$ cat config.mk
export PLATFORM = sky130hd
export DESIGN_NAME = immgen_pipe
export DESIGN_NICKNAME = d
export VERILOG_FILES = /design/src/rtl/immgen_pkg.sv /design/src/rtl/imm_extract.sv /design/src/rtl/immgen_pipe.sv
export SDC_FILE = /design/constraint.sdc
export NUM_CORES = 1
export LEC_CHECK = 0
export ABC_AREA = 1
export BUFFER_PORTS_ARGS = -buffer_cell sky130_fd_sc_hd__clkbuf_2
export CAP_MARGIN = 20
export CORE_MARGIN = 3
export CORE_UTILIZATION = 39
export CTS_BUF_LIST = sky130_fd_sc_hd__clkbuf_8
export CTS_CLUSTER_SIZE = 40
export DETAILED_ROUTE_END_ITERATION = 6
export GPL_TIMING_DRIVEN = 1
export HOLD_SLACK_MARGIN = 0.03
export PLACE_DENSITY = 0.57
export SKIP_LAST_GASP = 1
export SLEW_MARGIN = 40
export SYNTH_ARGS = -nofsm -noshare
export SYNTH_HDL_FRONTEND = slang
export SYNTH_SLANG_ARGS = --single-unit
$ cat constraint.sdc
create_clock -name clk -period 2.6 [get_ports clk]
set_clock_uncertainty 0.2 [all_clocks]
set_input_delay 0.52 -clock clk [delete_from_list [all_inputs] [get_ports clk]]
set_output_delay 0.52 -clock clk [all_outputs]
set_load 0.1 [all_outputs]
$ cat src/rtl/immgen_pkg.sv
// immgen_pkg: immediate format codes and base opcodes shared by the immediate-generation stage
package immgen_pkg;
   typedef enum logic [2:0] {
      FMT_NONE = 3'd0, FMT_I, FMT_SH, FMT_S, FMT_B, FMT_U, FMT_J, FMT_Z
   } imm_fmt_e;
   localparam logic [6:0] OPC_OP_IMM    = 7'h13;
   localparam logic [6:0] OPC_LOAD      = 7'h03;
   localparam logic [6:0] OPC_JALR      = 7'h67;
   localparam logic [6:0] OPC_OP_IMM_32 = 7'h1B;
   localparam logic [6:0] OPC_STORE     = 7'h23;
   localparam logic [6:0] OPC_BRANCH    = 7'h63;
   localparam logic [6:0] OPC_LUI       = 7'h37;
   localparam logic [6:0] OPC_AUIPC     = 7'h17;
   localparam logic [6:0] OPC_JAL       = 7'h6F;
   localparam logic [6:0] OPC_SYSTEM    = 7'h73;
endpackage

$ cat src/rtl/imm_extract.sv
// imm_extract: classifies an instruction's immediate format and extends it to XLEN; CSR-immediate via IMMGEN_PIPE_ZICSR_EN
module imm_extract import immgen_pkg::*; #(
   parameter int XLEN = 32
) (
   input  logic [31:0]     instr,
   output imm_fmt_e        fmt,
   output logic [XLEN-1:0] imm,
   output logic            illegal
);
   logic [6:0] opc;
   logic       sh;
   logic [5:0] shamt;
   assign opc = instr[6:0];
   assign sh = instr[13:12] == 2'b01;
   // RV64 OP-IMM shifts use a 6-bit shamt; word shifts and RV32 keep 5 bits so funct7 never leaks
   assign shamt = (XLEN == 64 && opc == OPC_OP_IMM) ? instr[25:20] : {1'b0, instr[24:20]};
   always_comb begin
      fmt = FMT_NONE;
      case (opc)
         OPC_OP_IMM:         fmt = sh ? FMT_SH : FMT_I;
         OPC_LOAD, OPC_JALR: fmt = FMT_I;
         OPC_OP_IMM_32:      fmt = XLEN == 64 ? (sh ? FMT_SH : FMT_I) : FMT_NONE;
         OPC_STORE:          fmt = FMT_S;
         OPC_BRANCH:         fmt = FMT_B;
         OPC_LUI, OPC_AUIPC: fmt = FMT_U;
         OPC_JAL:            fmt = FMT_J;
`ifdef IMMGEN_PIPE_ZICSR_EN
         OPC_SYSTEM:         fmt = instr[14] ? FMT_Z : FMT_NONE;
`endif
         default:            fmt = FMT_NONE;
      endcase
   end
   always_comb begin
      imm = '0;
      case (fmt)
         FMT_I:   imm = XLEN'($signed(instr[31:20]));
         FMT_SH:  imm = XLEN'(shamt);
         FMT_S:   imm = XLEN'($signed({instr[31:25], instr[11:7]}));
         FMT_B:   imm = XLEN'($signed({instr[31], instr[7], instr[30:25], instr[11:8], 1'b0}));
         FMT_U:   imm = XLEN'($signed({instr[31:12], 12'b0}));
         FMT_J:   imm = XLEN'($signed({instr[31], instr[19:12], instr[20], instr[30:21], 1'b0}));
         FMT_Z:   imm = XLEN'(instr[19:15]);
         default: imm = '0;
      endcase
   end
   assign illegal = fmt == FMT_NONE;
endmodule

$ cat src/rtl/immgen_pipe.sv
// immgen_pipe: registered immediate generation with a 2-entry skid buffer; CSR-immediate via IMMGEN_PIPE_ZICSR_EN
module immgen_pipe import immgen_pkg::*; #(
   parameter int XLEN  = 32,
   parameter int TAG_W = 32
) (
   input  logic             clk,
   input  logic             rst,
   input  logic             in_valid,
   output logic             in_ready,
   input  logic [31:0]      in_instr,
   input  logic [TAG_W-1:0] in_tag,
   output logic             out_valid,
   input  logic             out_ready,
   output logic [XLEN-1:0]  out_imm,
   output imm_fmt_e         out_fmt,
   output logic             out_illegal,
   output logic [31:0]      out_instr,
   output logic [TAG_W-1:0] out_tag
);
   typedef struct packed {
      logic [XLEN-1:0]  imm;
      imm_fmt_e         fmt;
      logic             illegal;
      logic [31:0]      instr;
      logic [TAG_W-1:0] tag;
   } entry_t;
   entry_t          out_q, out_d, skid_q, skid_d, new_e;
   logic            out_valid_q, out_valid_d, skid_valid_q, skid_valid_d;
   logic            acc, drain;
   imm_fmt_e        ext_fmt;
   logic [XLEN-1:0] ext_imm;
   logic            ext_illegal;
   imm_extract #(.XLEN(XLEN)) u_ext (
      .instr   (in_instr),
      .fmt     (ext_fmt),
      .imm     (ext_imm),
      .illegal (ext_illegal)
   );
   assign in_ready = !skid_valid_q && !rst;
   assign acc = in_valid && in_ready;
   assign drain = out_valid_q && out_ready && !rst;
   always_comb begin
      new_e = '{imm: ext_imm, fmt: ext_fmt, illegal: ext_illegal, instr: in_instr, tag: in_tag};
      out_valid_d = out_valid_q;
      skid_valid_d = skid_valid_q;
      out_d = out_q;
      skid_d = skid_q;
      if (drain) begin
         out_valid_d = skid_valid_q;
         out_d = skid_valid_q ? skid_q : out_q;
         skid_valid_d = 1'b0;
      end
      // accept and skid-full are exclusive, so a drained slot is always free for the new word
      if (acc) begin
         if (!out_valid_q || drain) begin
            out_valid_d = 1'b1;
            out_d = new_e;
         end else begin
            skid_valid_d = 1'b1;
            skid_d = new_e;
         end
      end
   end
   always_ff @(posedge clk) begin
      if (rst) begin
         out_valid_q <= 1'b0;
         skid_valid_q <= 1'b0;
         out_q <= '0;
         skid_q <= '0;
      end else begin
         out_valid_q <= out_valid_d;
         skid_valid_q <= skid_valid_d;
         out_q <= out_d;
         skid_q <= skid_d;
      end
   end
   assign out_valid = out_valid_q && !rst;
   assign out_imm = out_q.imm;
   assign out_fmt = out_q.fmt;
   assign out_illegal = out_q.illegal;
   assign out_instr = out_q.instr;
   assign out_tag = out_q.tag;
endmodule

Word-level counts from Yosys, hierarchy flattened
Cells that the tools add are included.
{"block": "word_totals", "regBits": 202, "word_cells": 55, "out_inout_bits": 102, "input_bits": 68}
{"block": "op_classes", "n_reduce_logical": 13, "bitwise": 1, "n_mux": 13, "eq_ne": 16}
{"cell": "two-way mux 100 bit", "count": 4}
{"cell": "case mux 32 bit (7 select lines)", "count": 1}
{"cell": "== test 7 bit, second input constant", "count": 3}
{"cell": "case mux 3 bit (6 select lines)", "count": 1}
{"cell": "== test 7 x 5 -> 1 bit, second input constant", "count": 2}
{"cell": "== test 7 x 6 -> 1 bit, second input constant", "count": 2}
{"cell": "== test 3 bit, second input constant", "count": 4}
{"cell": "== test 7 x 2 -> 1 bit, second input constant", "count": 1}
{"cell": "== test 3 x 2 -> 1 bit, second input constant", "count": 2}
{"cell": "two-way mux 1 bit", "count": 6}
{"cell": "logical AND 1 bit", "count": 5}
{"cell": "OR reduction 2 bit", "count": 2}
{"cell": "== test 3 x 1 -> 1 bit, second input constant", "count": 1}
{"cell": "zero test 1 bit", "count": 3}
{"cell": "zero test 3 bit", "count": 1}
{"cell": "== test 2 x 1 -> 1 bit, second input constant", "count": 1}
{"cell": "two-way mux 2 bit", "count": 1}
{"cell": "AND reduction 2 bit", "count": 1}
{"cell": "logical OR 1 bit", "count": 1}
{"cell": "NOT 1 bit", "count": 1}

Logic depth before layout (Yosys ltp)
Gate-level depths: netlist (run 1).
{"block": "logic_depth", "word_depth": 7, "mapped_depth": 11, "depth_no_buf": 11}

Modules after synthesis
A second synthesis (run 1) with hierarchy kept.
{"block": "unflattened", "cells_unflattened": 2061, "hier_area_um2": 11891.4}
{"mod": "immgen_pipe", "seq_area_each_um2": 4043.9, "n_inst": 1, "cells_each": 1853, "area_each_um2": 10809.1}
{"mod": "imm_extract", "seq_area_each_um2": 0.0, "n_inst": 1, "cells_each": 208, "area_each_um2": 1082.3}

Worst setup path after synthesis (run 1)
OpenSTA, ideal clock, no wires.
{"block": "synth_timing", "path_type": "in2reg", "startpoint": "input rst", "endpoint": "register out_q, in the netlist out_imm[10]", "path_buffers": 3, "path_slack_ns": -0.127, "path_stages": 9, "t_arrival_ns": 2.395, "required_time_ns": 2.268, "cell_sequence": "buf_6 -> nor2_2 -> nand3_2 -> inv_2 -> buf_2 -> buf_2 -> nand2_1 -> o211ai_1 -> a21oi_1"}
{"block": "synth_via", "elab_chain_len": 5, "elab_cells_between_ends": 8}
{"item": "from (decl)", "line_no": "immgen_pipe.sv:7", "rtl": "input logic rst,"}
{"item": "zero test 1 bit", "line_no": "immgen_pipe.sv:39, immgen_pipe.sv:41"}
{"item": "logical AND 1 bit", "line_no": "immgen_pipe.sv:41", "rtl": "assign drain = out_valid_q && out_ready && !rst;"}
{"item": "two-way mux 100 bit or logical OR 1 bit (tied branches)", "line_no": "immgen_pipe.sv:48, immgen_pipe.sv:55"}
{"item": "two-way mux 100 bit", "line_no": "immgen_pipe.sv:55", "rtl": "if (!out_valid_q || drain) begin"}
{"item": "two-way mux 100 bit", "line_no": "immgen_pipe.sv:54", "rtl": "if (acc) begin"}
{"item": "to (signal assigned)", "line_no": "immgen_pipe.sv:73", "rtl": "out_q <= out_d;"}
{"item": "to (decl)", "line_no": "immgen_pipe.sv:27", "rtl": "entry_t out_q, out_d, skid_q, skid_d, new_e;"}
Several ways; a longest one is shown, not always the timed one.
A chain may end at the register's enable or synchronous reset.

Final worst setup path (run 1)
{"block": "layout_timing", "startpoint": "register out_q, in the netlist out_fmt[1]", "endpoint": "output out_fmt[1]"}
{"item": "to (decl)", "line_no": "immgen_pipe.sv:15", "rtl": "output imm_fmt_e out_fmt,"}
No word-level cell between the ends.

==> results.tsv, run 1 <==
metric	value	unit
grt_max_degree	131	
power.total	7820	uW
layout-drive-gt1-share	19.0	%
tightestPinTransition	0.682	ns
cts_sinks	202	
io_pins	170	
overflow	0	
syn-cell-area	0.00883	mm^2
grt_pass1_wl	41200	um
routedWlPerCell	15.0	um
cts_inserted_buffers	37	
cts_tree	built	
r2r_cells	8	
cts_setup_buffers	0	
ys_seq_elements	202	
required	1.88	ns
cp_cell_sequence	clkbuf_2	
chipHeight	156	um
design_area	0.0109	mm^2
slowest_stage	clkbuf_2	
clkSlewWorstSetupHoldPaths	0.06	ns
rsz0062_at_grt	no	
fin_ws	0.494	ns
min_to	skid_q[16]	
slew_viol_final	0	
setup_viol	0	
cts-root-buf	clkbuf_8	
fin_crit_sh	81.0	%
clock_path_buffers	3	
start_kind	flip-flop	
firstDrtPassIters	6	
dieWidth	156	um
areaGrowthSynthToFinish	23.5	%
via_count	8441	
vias_per_cell	5.01	
critPathBufInv	1	
cp_max_fo	2	
antenna_found_initial	0	
yosysSeqAreaShare	45.8	%
ir_drop	0.379	mV
synthCells	1219	
antenna_cells	0	
place_ws	0.229	ns
ant_nets	0	
initial_core_util	40.1	%
htreeDepth	2	
fmax	475	MHz
worstHoldStart	in_tag[16]	
leakagePower	0.00529	uW
rows	54	
routed_wl	25300	um
crit_family	buffers and inverters	
cap_violations	0	
synth_top_cell_by_area	dfxtp_1	
r2r_slack	0.61	ns
r2r-end	skid_q[83]	
yosys_warnings	0	
core_area	0.0220	mm^2
hpwl	16400	um
nets	1449	
hold_viol	0	
slew_headroom	54.5	%
fillCellCount	2259	
clock_latency	0.52	ns
synth_area_leaders	dfxtp_1, o21ai_0, nand2_1	
die-area	0.0245	mm^2
min_delay_path_depth	3	
cp.arrival	1.39	ns
timing_worst_setup_path_type	flip-flop to primary output	
pwr_density_cell	717	mW/mm^2
fin_setup_tns	0	ns
port_buffers	169	
gp_congestion	0.784	
post_cts_resized	0	
grt_util_all_layers	20.5	%
synth_top_area_share	45.8	%
syn_nets	1287	
finalCriticalPeriod	2.11	ns
worstSetupEndpointType	primary output	
grt_pass1_vias	7918	
status	complete, no violations	
hold_slack	0.0542	ns
synth_cell_type_count	27	
drc_errors	0	
critPathMaxStageDelay	0.48	ns
worstReg2RegStart	skid_valid_q	
placed_area	0.00996	mm^2
min_path_type	input pin to flip-flop	
first_iter_violations	556	
syn_avg_cell_area	7.24	um^2
cell usage after synthesis (all sizes together):
master	n
nand2	212
dfxtp	202
nor2	193
o21ai	157
inv	110
a21oi	76
buf	54
a31oi	52
nand4	43
clkbuf	42
mux2i	30
nand3	30
o211ai	7
o21bai	7
nor3	2
a211oi	1
or2	1
routing by layer:
| layer | track usage [%] | routed length [um] | up-vias |
|---|---|---|---|
| li1 | - | - | 4339 |
| met1 | 27.5 | 11800 | 3854 |
| met2 | 33.4 | 11500 | 211 |
| met3 | 4.42 | 1530 | 37 |
| met4 | 5.92 | 472 | 0 |
| met5 | 0 | 0 | - |
worst reg2reg max path: stages, from the launching register on:
cell,delay [ns]
dfxtp_1,0.36
nor2_4,0.15
nand2_2,0.11
nor2_4,0.16
buf_12,0.30
buf_4,0.35
nand4_1,0.13
nand2_1,0.09
inv_1,0.03
layout make-up:
type	count	area, um^2	share of cell area (%)
Clock inverter	17	96.3	0.883
Timing Repair Buffer	219	1430	13.1
Inverter	110	415	3.81
Clock buffer	47	647	5.93
Multi-Input combinational cell	811	3930	36.0
Tap cell	280	350	3.21
Sequential cell	202	4040	37.1
stage by stage:
step | instances | utilization, %
after floorplan | 1219 | -
after global placement | 1602 | 45.2
after detailed placement | 1602 | 45.2
after CTS | 1686 | 49.5
after global routing | 1686 | 49.5
final | 1686 | 49.5
how the worst max path moves through the flow:
stage,startpoint,endpoint,slack [ns],depth (start not counted)
2_1_floorplan,rst,skid_q[66],0.21,9
3_3_place_gp,rst,skid_q[82],0.25,10
3_5_place_dp,rst,skid_q[6],0.23,9
4_1_cts,out_imm[15],out_imm[15],0.47,1
5_1_grt,skid_valid_q,skid_q[46],0.45,7
6_report,out_fmt[1],out_fmt[1],0.49,1
state kept, by name, summed over array words and instances, names as in the netlist:
register,flops
out_instr,32
out_fmt,3
skid_valid_q,1
skid_q,100
out_valid_q,1
out_tag,32
out_illegal,1
out_imm,32
power breakdown:
part	switching [uW]	leakage, uW	internal (uW)
logic	1160	0.00321	312
clock network	1300	0.000429	1710
registers	83.2	0.00165	3260
repair_timing:
action | 4_1_cts | 5_1_grt
hold endpoints to repair | 20 | 0
setup endpoints to repair | 0 | 0
hold buffers | 20 | 0
cell usage in the layout (no fill, tap or decap), types with 2 or more instances in the layout:
| cell | Yosys | routed |
|---|---|---|
| nand2_1 | 209 | 209 |
| nand2_2 | 3 | 2 |
| buf_12 | 0 | 12 |
| dfxtp_1 | 202 | 202 |
| dlygate4sd3_1 | 0 | 20 |
| a31oi_1 | 52 | 52 |
| o21ai_0 | 157 | 157 |
| buf_4 | 4 | 20 |
| o211ai_1 | 7 | 7 |
| nand3_1 | 28 | 28 |
| clkbuf_2 | 0 | 167 |
| inv_1 | 105 | 118 |
| inv_2 | 4 | 4 |
| mux2i_1 | 30 | 30 |
| clkinv_2 | 0 | 2 |
| nand4_1 | 43 | 43 |
| nor2_2 | 3 | 2 |
| nor2_1 | 188 | 188 |
| a21oi_1 | 76 | 76 |
| clkbuf_8 | 0 | 47 |
| o21bai_1 | 7 | 7 |
| nor2_4 | 2 | 3 |
cells by family (layout without fill, tap and decap cells):
group | Yosys count | count (layout) | share of synthesized area, %
and+or+nand+nor | 481 | 481 | 22.7
buffers and inverters | 206 | 393 | 9.92
AOI/OAI and AO/OA | 300 | 300 | 18.2
muxes | 30 | 30 | 3.40
DFF | 202 | 202 | 45.8
No activity file was read; power rests on OpenSTA's default activity.
==> run 2, diff against run 1 <==
Clock period 2.6 ns to 2 ns, I/O delays scaled along.
==> run 2 against run 1 <==
Against the previous run: global-route usage is 0.88 points higher; power is 33% higher; sequential share of layout area is 2.9 points lower; via count is 4.9% higher; worst hold slack worse by 0.0056 ns; die area stayed put; sequential cell count stayed put; sequential power is 30% higher; design area is 8.4% higher; register-to-register slack worse by 0.39 ns; cell count is 4.0% higher.
==> results.tsv, run 2 (synthesized netlist as in run 1, its figures left out) <==
metric	value	unit	change
ant_nets	0		unchanged
pwr_density_cell	881	mW/mm^2	+23%
initial_core_util	40.1	%	unchanged
clock_latency	0.52	ns	about the same
slew_viol_final	0		unchanged
overflow	0		unchanged
hold_slack	0.0487	ns	-0.00559 ns
final_common_cell	nand2_1		
fin_crit_sh	97.9	%	
min_path_type	input pin to flip-flop		
placed_area	0.0104	mm^2	+4.1%
path_depth	1		unchanged
critPathBufInv	1		unchanged
cp_max_fo	2		unchanged
drc_errors	0		unchanged
routedWlPerCell	15.1	um	+0.70%
worstSetupEndpointType	primary output		
crit_family	buffers and inverters		
grt_util_all_layers	21.4	%	+0.88 points
areaGrowthSynthToFinish	33.9	%	
cts-root-buf	clkbuf_8		
clkSlewWorstSetupHoldPaths	0.06	ns	about the same
fin_ws	0.0417	ns	-0.453 ns
via_count	8853		+4.9%
htreeDepth	2		unchanged
required	1.40	ns	-0.48 ns
io_pins	170		unchanged
critPathMaxStageDelay	0.47	ns	about the same
nets	1517		+4.7%
rsz0062_at_grt	yes		
leakagePower	0.00567	uW	+7.2%
worstReg2RegStart	out_valid_q		
antenna_found_initial	0		unchanged
regArea	0.00405	mm^2	about the same
timing_worst_setup_path_type	flip-flop to primary output		
chipHeight	156	um	unchanged
layout-drive-gt1-share	22.5	%	+3.5 points
tightestPinTransition	0.644	ns	-0.0381 ns
finalCriticalPeriod	1.96	ns	
r2r_cells	7		-1
grt_pass1_wl	43000	um	+4.5%
r2r_slack	0.22	ns	-0.39 ns
cts_sinks	202		unchanged
rows	54		unchanged
final_cell_mix	nand2_1, dfxtp_1, nor2_1		
first_iter_violations	503		-9.5%
status	complete, no violations		
r2r-end	out_instr[11]		
cp_cell_sequence	clkbuf_2		
port_buffers	169		unchanged
cts_tree	built		
core_area	0.0220	mm^2	unchanged
hpwl	16800	um	+2.1%
firstDrtPassIters	5		-1
start_kind	flip-flop		
gp_congestion	0.852		+8.6%
routed_wl	26500	um	+4.8%
clock_path_buffers	3		unchanged
multiInputGateArea	0.00406	mm^2	+3.4%
antenna_cells	0		unchanged
startpoint	out_imm[20]		
largest_reg_flops	100		unchanged
dieWidth	156	um	unchanged
setup_viol	0		unchanged
fillCellCount	2158		-4.5%
grt_max_degree	131		unchanged
ir_drop	0.540	mV	+42%
hold_viol	0		unchanged
place_ws	-0.0453	ns	-0.274 ns
vias_per_cell	5.05		+0.81%
slew_headroom	57.0	%	+2.5 points
cp.arrival	1.36	ns	-0.03 ns
die-area	0.0245	mm^2	unchanged
grt_pass1_vias	8479		+7.1%
slowest_stage	clkbuf_2		
worstSetupEndpoint	out_imm[20]		
design_area	0.0118	mm^2	+8.4%
fmax	511	MHz	
cts_inserted_buffers	38		+2.7%
regMostFlops	skid_q		
cap_violations	0		unchanged
run 2: worst min path at each step:
stage	start	cells after the start	slack, ns	to
2_1_floorplan	skid_q[57]	2	0.24	skid_q[57]
3_3_place_gp	skid_q[59]	2	0.25	skid_q[59]
3_5_place_dp	skid_q[58]	2	0.26	skid_q[58]
4_1_cts	in_valid	5	0.03	out_valid_q
5_1_grt	in_instr[2]	4	0.06	skid_q[34]
6_report	in_instr[13]	3	0.05	out_instr[13]
run 2: timing repair:
action	CTS	global route
hold endpoints to repair	101	0
setup buffers	0	1
setup endpoints to repair	10	55
pin swaps	0	1
resized for setup	10	22
gates cloned	0	1
hold buffers	61	0
run 2: layer usage:
| metal | global-route usage [%] | up-vias | routed length (um) |
|---|---|---|---|
| met1 | 28.8 | 4093 | 12400 |
| met2 | 34.7 | 240 | 12000 |
| met4 | 6.75 | 0 | 641 |
| met3 | 4.20 | 43 | 1500 |
| li1 | - | 4477 | - |
| met5 | 0 | - | 0 |
run 2: final cells by class:
cell class                      count  area share [%]
Inverter                          110            3.51
Tap cell                          280            2.96
Timing Repair Buffer              286            18.5
Clock buffer                       45            5.24
Sequential cell                   202            34.2
Multi-Input combinational cell    811            34.3
Clock inverter                     20            1.21
run 2: power by group:
group / leakage (uW) / switching (uW) / internal [uW]
sequential: 0.00165 / 113 / 4230
combinational: 0.00358 / 1540 / 494
clock: 0.000440 / 1740 / 2300
total: 0.00567 / 3390 / 7030
run 2: stage by stage:
stage | TNS (ns) | total power [uW] | instances | utilization [%]
2_1_floorplan | -26.42 | 5930 | 1219 | -
3_3_place_gp | -0.363 | 6350 | 1626 | 47.1
3_5_place_dp | -0.278 | 6360 | 1626 | 47.1
4_1_cts | 0 | 10500 | 1752 | 53.4
5_1_grt | -0.0241 | 10900 | 1754 | 53.7
6_report | 0 | 10400 | 1754 | 53.7
==> run 3, diff against run 2 <==
Settings changed: HOLD_SLACK_MARGIN 0.03 to not set, MAX_ROUTING_LAYER set to met4, PLACE_DENSITY 0.57 to not set.
==> run 3 against run 2 <==
Against the previous run: global-route usage is 0.43 points higher; critical endpoint is now out_imm[13]; core utilization fell by 0.19 points; critical path depth unchanged; sequential cell count stayed put; worst hold slack worse by 0.0087 ns; largest cell class unchanged; cell count shrank 0.80%; sequential power about the same; sequential share of layout area up 0.12 points; first-iteration DRC count grew 26%; clock-buffer cell count shrank 2; power fell by 4.9%.
==> results.tsv, run 3 (synthesized netlist as in run 1, its figures left out) <==
metric	value	unit	change
status	complete, no violations		
gp_congestion	0.827		-2.9%
critPathBufInv	1		unchanged
post_layout_nonfiller_instances	1740		-0.80%
worstSetupEndpointType	primary output		
r2r_slack	0.21	ns	about the same
grt_pass1_vias	8560		+0.96%
firstDrtPassIters	5		unchanged
ir_drop	0.666	mV	+23%
leakagePower	0.00564	uW	-0.50%
areaGrowthSynthToFinish	33.5	%	
r2r_cells	9		+2
via_count	8890		+0.42%
rsz0062_at_grt	no		
fmax	515	MHz	+0.81%
start_kind	flip-flop		
cts-root-buf	clkbuf_8		
layout-drive-gt1-share	22.7	%	+0.22 points
nets	1511		-0.40%
antenna_found_initial	0		unchanged
setup_viol	0		unchanged
min_delay_path_depth	4		+1
slowest_stage	clkbuf_2		
rows	54		unchanged
largest_reg_flops	100		unchanged
grt_max_degree	131		unchanged
final_cell_mix	nand2_1, dfxtp_1, nor2_1		
cp_max_fo	2		unchanged
vias_per_cell	5.11		+1.2%
cap_violations	0		unchanged
core_area	0.0220	mm^2	unchanged
cp_cell_sequence	clkbuf_2		
grt_util_all_layers	21.8	%	+0.43 points
final_common_cell	nand2_1		
regMostFlops	skid_q		
grt_pass1_wl	42800	um	-0.45%
critPathMaxStageDelay	0.47	ns	about the same
chipHeight	156	um	unchanged
path_depth	1		unchanged
clock_latency	0.52	ns	about the same
min_to	skid_q[33]		
io_pins	170		unchanged
cts_setup_buffers	0		unchanged
antenna_cells	0		unchanged
drc_errors	0		unchanged
cts_tree	built		
worstReg2RegStart	out_valid_q		
clock_path_buffers	3		unchanged
die-area	0.0245	mm^2	unchanged
finalCriticalPeriod	1.94	ns	-0.0156 ns
hpwl	16800	um	+0.50%
placed_area	0.0103	mm^2	-0.22%
ant_nets	0		unchanged
hold_viol	0		unchanged
r2r-end	out_imm[16]		
clkSlewWorstSetupHoldPaths	0.05	ns	about the same
worstHoldStart	in_instr[1]		
dieWidth	156	um	unchanged
slew_headroom	56.9	%	-0.14 points
htreeDepth	2		unchanged
cts_sinks	202		unchanged
slew_viol_final	0		unchanged
first_iter_violations	636		+26%
routed_wl	27200	um	+2.7%
tightestPinTransition	0.646	ns	+0.00209 ns
timing_worst_setup_path_type	flip-flop to primary output		
crit_family	buffers and inverters		
overflow	0		unchanged
cp.arrival	1.34	ns	-0.02 ns
initial_core_util	40.1	%	unchanged
min_path_type	input pin to flip-flop		
routedWlPerCell	15.7	um	+3.5%
required	1.40	ns	about the same
design_area	0.0118	mm^2	-0.35%
pwr_density_cell	840	mW/mm^2	-4.6%
dp_cells	1623		-0.18%
port_buffers	169		unchanged
fin_crit_sh	97.1	%	-0.78 points
cts_inserted_buffers	37		-2.6%
## run 3: how the worst max path moves through the flow
| stage | startpoint | endpoint | slack (ns) |
|---|---|---|---|
| floorplan | rst | out_illegal | -0.17 |
| global placement | rst | out_imm[31] | -0.03 |
| detailed placement | rst | out_imm[26] | -0.03 |
| CTS | out_imm[18] | out_imm[18] | 0.005 |
| global route | out_imm[13] | out_imm[13] | 0.003 |
| finish | out_imm[13] | out_imm[13] | 0.06 |
## run 3: repair_timing
item	CTS	global route
setup endpoints to repair	8	72
resized for setup	8	30
hold buffers	56	0
pin swaps	0	7
hold endpoints to repair	79	0
cloned	0	6
## run 3: layout make-up
| cell class | count | area, um^2 |
|---|---|---|
| Clock inverter | 13 | 53.8 |
| Fill cell | 2174 | 10200 |
| Inverter | 110 | 418 |
| Clock buffer | 43 | 592 |
| Sequential cell | 202 | 4050 |
| Multi-Input combinational cell | 811 | 4110 |
| Timing Repair Buffer | 281 | 2210 |
| Tap cell | 280 | 350 |
## run 3: worst reg2reg max path: cells and delay by family (launching register included)
| kind | cells | cell delay (ns) |
|---|---|---|
| AND/OR/NAND/NOR | 4 | 0.47 |
| AO/OA/AOI/OAI | 1 | 0.14 |
| buffers and inverters | 4 | 0.61 |
| flip-flops | 1 | 0.35 |
## run 3: metal layers
layer | GRT usage [%] | part of all wire, % | vias to the layer above
met5 | - | 0 | -
met1 | 27.6 | 45 | 4152
met2 | 36.5 | 49 | 247
li1 | - | - | 4459
met4 | 5.34 | 1.5 | 0
met3 | 3.73 | 5.3 | 32
## run 3: report_power, final
part	internal, uW	leakage (uW)	switching [uW]
Combinational	485	0.00362	1540
Clock	1920	0.000372	1610
Sequential	4230	0.00165	112
Total	6640	0.00564	3270
## run 3: through the flow
| stage | worst slack, ns | setup TNS, ns | utilization [%] | hold WS, ns | power (uW) |
|---|---|---|---|---|---|
| 6_report | 0.0574 | 0 | 53.5 | 0.0400 | 9900 |
| 5_1_grt | 0.00279 | 0 | 53.5 | 0.0401 | 10400 |
| 4_1_cts | 0.00491 | 0 | 52.5 | 0.00344 | 10000 |
| 3_5_place_dp | -0.0253 | -0.201 | 47.0 | 0.260 | 6350 |
| 3_3_place_gp | -0.0270 | -0.0998 | 47.0 | 0.255 | 6330 |
| 2_1_floorplan | -0.174 | -26.42 | - | 0.240 | 5930 |
